===== src/rtl/stream_demux_1to2.sv =====
// ---------------------------------------------------------------------------
// stream_demux_1to2
//   Registered 1-to-2 stream demultiplexer. Each input word is steered by
//   in_sel to output X (0) or Y (1). Every branch owns a 2-entry FIFO, so a
//   stalled consumer on one side never blocks, corrupts or reorders the other.
//
// Ports
//   clk, rst_n             rising-edge clock, asynchronous active-low reset
//   in_valid/ready/data    input stream; in_sel picks the destination branch
//   x_valid/ready/data     X branch output stream (buffer head)
//   y_valid/ready/data     Y branch output stream (buffer head)
//   x_level, y_level       per-branch occupancy, 0..2
// ---------------------------------------------------------------------------

// Per-branch 2-entry FIFO with 1-bit wrapping read/write pointers.
// Input: i_push (already qualified by the parent), i_data, i_ready (consumer).
// Output: o_valid, o_data (oldest entry), o_level.
module stream_demux_buf #(
    parameter int N = 32
) (
    input  logic         clk,
    input  logic         rst_n,
    input  logic         i_push,
    input  logic [N-1:0] i_data,
    input  logic         i_ready,
    output logic         o_valid,
    output logic [N-1:0] o_data,
    output logic [1:0]   o_level
);
    logic [1:0][N-1:0] r_mem;
    logic              r_wptr;
    logic              r_rptr;
    logic [1:0]        r_level;
    logic              w_pop;

    assign o_valid = (r_level != 2'd0);
    // Consumer ready is ignored while empty.
    assign w_pop   = o_valid & i_ready;
    assign o_data  = r_mem[r_rptr];
    assign o_level = r_level;

    always_ff @(posedge clk or negedge rst_n) begin
        if (!rst_n) begin
            r_mem   <= '0;
            r_wptr  <= 1'b0;
            r_rptr  <= 1'b0;
            r_level <= 2'd0;
        end else begin
            // The parent never pushes into a full buffer, so the write slot
            // is always free even when a pop happens in the same cycle.
            if (i_push) begin
                r_mem[r_wptr] <= i_data;
                r_wptr        <= ~r_wptr;
            end
            if (w_pop) begin
                r_rptr <= ~r_rptr;
            end
            case ({i_push, w_pop})
                2'b10:   r_level <= r_level + 2'd1;
                2'b01:   r_level <= r_level - 2'd1;
                default: r_level <= r_level;
            endcase
        end
    end
endmodule

module stream_demux_1to2 #(
    parameter int N = 32
) (
    input  logic         clk,
    input  logic         rst_n,
    input  logic         in_valid,
    output logic         in_ready,
    input  logic [N-1:0] in_data,
    input  logic         in_sel,
    output logic         x_valid,
    input  logic         x_ready,
    output logic [N-1:0] x_data,
    output logic         y_valid,
    input  logic         y_ready,
    output logic [N-1:0] y_data,
    output logic [1:0]   x_level,
    output logic [1:0]   y_level
);
    logic [1:0]        w_push;
    logic [1:0]        w_valid;
    logic [1:0]        w_ready;
    logic [1:0][N-1:0] w_data;
    logic [1:0][1:0]   w_level;

    // Ready looks only at the selected branch's occupancy; a same-cycle pop
    // on a full branch does not open it, which keeps ready free of any
    // combinational path from the consumer readies.
    assign in_ready  = (w_level[in_sel] != 2'd2);
    assign w_push[0] = in_valid & in_ready & ~in_sel;
    assign w_push[1] = in_valid & in_ready &  in_sel;
    assign w_ready   = {y_ready, x_ready};

    for (genvar g = 0; g < 2; g++) begin : g_br
        stream_demux_buf #(.N(N)) u_buf (
            .clk     (clk),
            .rst_n   (rst_n),
            .i_push  (w_push[g]),
            .i_data  (in_data),
            .i_ready (w_ready[g]),
            .o_valid (w_valid[g]),
            .o_data  (w_data[g]),
            .o_level (w_level[g])
        );
    end

    assign x_valid = w_valid[0];
    assign y_valid = w_valid[1];
    assign x_data  = w_data[0];
    assign y_data  = w_data[1];
    assign x_level = w_level[0];
    assign y_level = w_level[1];
endmodule


===== config.mk =====
export PLATFORM = sky130hd
export DESIGN_NAME = stream_demux_1to2
export DESIGN_NICKNAME = d
export VERILOG_FILES = /design/src/rtl/stream_demux_1to2.sv
export SDC_FILE = /design/constraint.sdc
export NUM_CORES = 1
export LEC_CHECK = 0
export CAP_MARGIN = 20
export CELL_PAD_IN_SITES_DETAIL_PLACEMENT = 1
export CELL_PAD_IN_SITES_GLOBAL_PLACEMENT = 1
export CORE_ASPECT_RATIO = 0.7
export CORE_MARGIN = 10
export CORE_UTILIZATION = 47
export CTS_BUF_LIST = sky130_fd_sc_hd__clkbuf_16
export CTS_CLUSTER_DIAMETER = 50
export CTS_CLUSTER_SIZE = 25
export DETAILED_ROUTE_END_ITERATION = 10
export PLACE_DENSITY_LB_ADDON = 0.1
export SYNTH_ARGS = -nofsm -noshare
export SYNTH_HDL_FRONTEND = slang
export SYNTH_SLANG_ARGS = --single-unit

===== constraint.sdc =====
create_clock -name clk -period 3 [get_ports clk]
set_input_delay 0.6 -clock clk [delete_from_list [all_inputs] [get_ports clk]]
set_output_delay 0.6 -clock clk [all_outputs]
set_load 0.005 [all_outputs]

==> results.toml, run 1 <==
[synth]
ys_warn_count = 0
synth_common_cells = "157 x mux2_2, 136 x dfrtp_1, 30 x mux2_4, 9 x buf_2, 8 x clkbuf_1"
syn-num-nets = 421
synth_edf_count = 0
async_reset_ff_share_pct = 100
synthTopCellsByArea = "dfrtp_1 56%, mux2_2 29%, mux2_4 7.5%, mux2_1 0.93%, xnor2_1 0.87%"
ys_seq_elements = 136
seq_area_frac_synth_pct = 56.4
netlist_area_sq_mm = 0.00603
netlist_instances = 381
synth_top_area_share_pct = 56.4
synth-main-ff-cell = "dfrtp_1"
syn_avg_cell_area_sq_um = 15.8
yosysTopAreaCell = "dfrtp_1"
synth.most_common_cell = "mux2_2"
ys_types = 21

[critical_path]
critical_path_peak_fanout = 19
crit_required_ns = 2.40
start_kind = "register"
endpoint_kind = "output pin"
critical_path_class = "reg2out"
cp.arrival_ns = 2.18

[clock_network]
cts.sinks = 136
cts_resized = 0
ctsHoldBuffers = 0
numCtsBuffers = 17
clk_pin_slew_ns = 0.06
cts_root_buf = "clkbuf_16"
post_cts_buffers = 0
clkLatencyLatePin_ns = 0.41
cts.htree.levels = 4
cts_tree = "yes"
clk_path_buf_depth = 2

[layout]
fin_nets = 535
fin_cells = 671
fin_area_sq_mm = 0.00795
fin_util_pct = 63.6
seq_area_sq_mm = 0.00341
nFillCells = 1139
layout-drive-gt1-share_pct = 45.3
area_growth_syn_to_layout_pct = 31.8
multi_input_area_sq_mm = 0.00252

[drt]
wirelength_um = 15000
via_count = 3543
dr.first_iter.drc_count = 100
avgRoutedWirePerCell_um = 22.4
vias_per_cell = 5.28
drt-pass1-iter-count = 4
drc = 0
antenna_left = 0

[die]
dieArea_sq_mm = 0.0178
num_rows = 34
ios = 109
die_x_um = 155
coreArea_sq_mm = 0.0125
floorplan.initialDensity_pct = 48.2
die_h_um = 115

[timing]
post-route-period-util_pct = 92.7
worst_slew_pin_slew_ns = 0.830
fin_skew_ns = 0.0102
hold_viol_final = 0
drv_slew = 0
setup_violations = 0
rsz0062_at_grt = "false"
max_slew_margin_pct = 44.7
tns_ns = 0
final.min_clock_period_ns = 2.78
max_freq_mhz = 359

[power]
p_leak_uw = 0.00342
vdd_drop_max_mv = 0.558
powerDensity_mw_per_mm2 = 1240
p_total_uw = 9850

[grt]
grt_max_degree = 89
grt_usage_pct = 17.2
grt_overflow = 0
grt_pass1_wl_um = 23900
antenna_found_initial = 1
grt.busiest_layer = "met2"
first_global_vias = 4219
grt_use_met1_pct = 20.6
met2_usage_pct = 29.3
met3_usage_pct = 5.19

[placed_design]
place_inst = 638
place_area_sq_mm = 0.00734
io_buffers = 108
place_congestion = 0.754
hpwl_um = 9550

[min_path]
hp-class = "in2async"

[run]
maxCapViolCount = 0

[status]
status = "finished, final reports clean"
## cell usage in the layout, fill, tap and decap left out, types with 4 or more instances in the layout
cell	synthesis	layout
mux2_4	30	30
clkbuf_16	0	17
mux2_1	5	5
xnor2_1	6	6
clkdlybuf4s50_1	0	107
nand2b_1	4	4
mux2_2	157	157
clkinv_4	0	4
xor2_1	4	4
buf_12	0	5
bufinv_16	0	4
dfrtp_1	136	134
## kinds of logic (layout without fill, tap and decap cells)
kind of cell	Yosys count	count (layout)	share of synthesized area (%)
muxes	192	192	37.7
xor gates and xnor gates	10	10	1.45
and+or+nand+nor	19	19	1.95
adders and majority gates	2	2	0.415
DFF	136	136	56.4
other	0	1	0
buffers and inverters	21	148	1.99
AOI/OAI and AO/OA	1	1	0.0829
## layer usage
| layer | routed length, um | vias up | share of wire [%] |
|---|---|---|---|
| met5 | 0 | - | 0 |
| met4 | 177 | 0 | 1.2 |
| met3 | 724 | 17 | 4.8 |
| met2 | 7560 | 70 | 50 |
| met1 | 6580 | 1869 | 44 |
| li1 | - | 1587 | - |
## power breakdown
group / internal [uW] / switching [uW] / total, uW
Clock: 1380 / 793 / 2170
Combinational: 2870 / 1400 / 4270
Sequential: 2780 / 634 / 3420
## worst max-delay path, stage by stage, from the launching register on
cell	delay, ns
dfrtp_2	0.65
buf_12	0.24
mux2_2	0.39
clkdlybuf4s50_1	0.46
## stage by stage
stage / hold slack [ns] / setup WS (ns)
detailed placement: 0.481 / 0.355
CTS: 0.289 / 0.186
finish: 0.228 / 0.218
floorplan: 0.304 / 1.16
global route: 0.317 / 0.155
global placement: 0.464 / 0.404
## flip-flops by register name, summed over array words and instances, names as in the netlist
signal              flops
g_br.u_buf.r_rptr       2
g_br.u_buf.o_level      4
g_br.u_buf.r_wptr       2
g_br.u_buf.r_mem      128
## worst paths after layout
path / startpoint / endpoint / slack, ns / depth (start not counted)
worst max-delay path: g_br[0].u_buf.r_rptr / x_data[31] / 0.22 / 3
worst min-delay path: rst_n / g_br[1].u_buf.r_mem[41] / 0.23 / 1
worst max register to register: g_br[0].u_buf.o_level[0] / g_br[0].u_buf.r_mem[33] / 1.02 / 4
worst min register to register: g_br[1].u_buf.r_mem[14] / g_br[1].u_buf.r_mem[14] / 0.49 / 1
max in group asynchronous: rst_n / g_br[1].u_buf.r_mem[28] / 2.04 / 2
min in group clk: g_br[1].u_buf.r_mem[14] / g_br[1].u_buf.r_mem[14] / 0.49 / 1
## final cells by class
class / instances / area share (%)
multi-input cells: 224 / 31.7
clock buffers: 17 / 5.35
clock inverters: 15 / 2.34
well taps: 162 / 2.55
repair buffers: 116 / 15.2
flip-flops and latches: 136 / 42.8
diodes: 1 / 0.0315
Power figures use the tool's default switching activity.
==> run 2, diff against run 1 <==
- CAP_MARGIN: 20 -> default
==> results of run 2 <==
The final DEF is identical to that of run 1; final timing and power are the same.
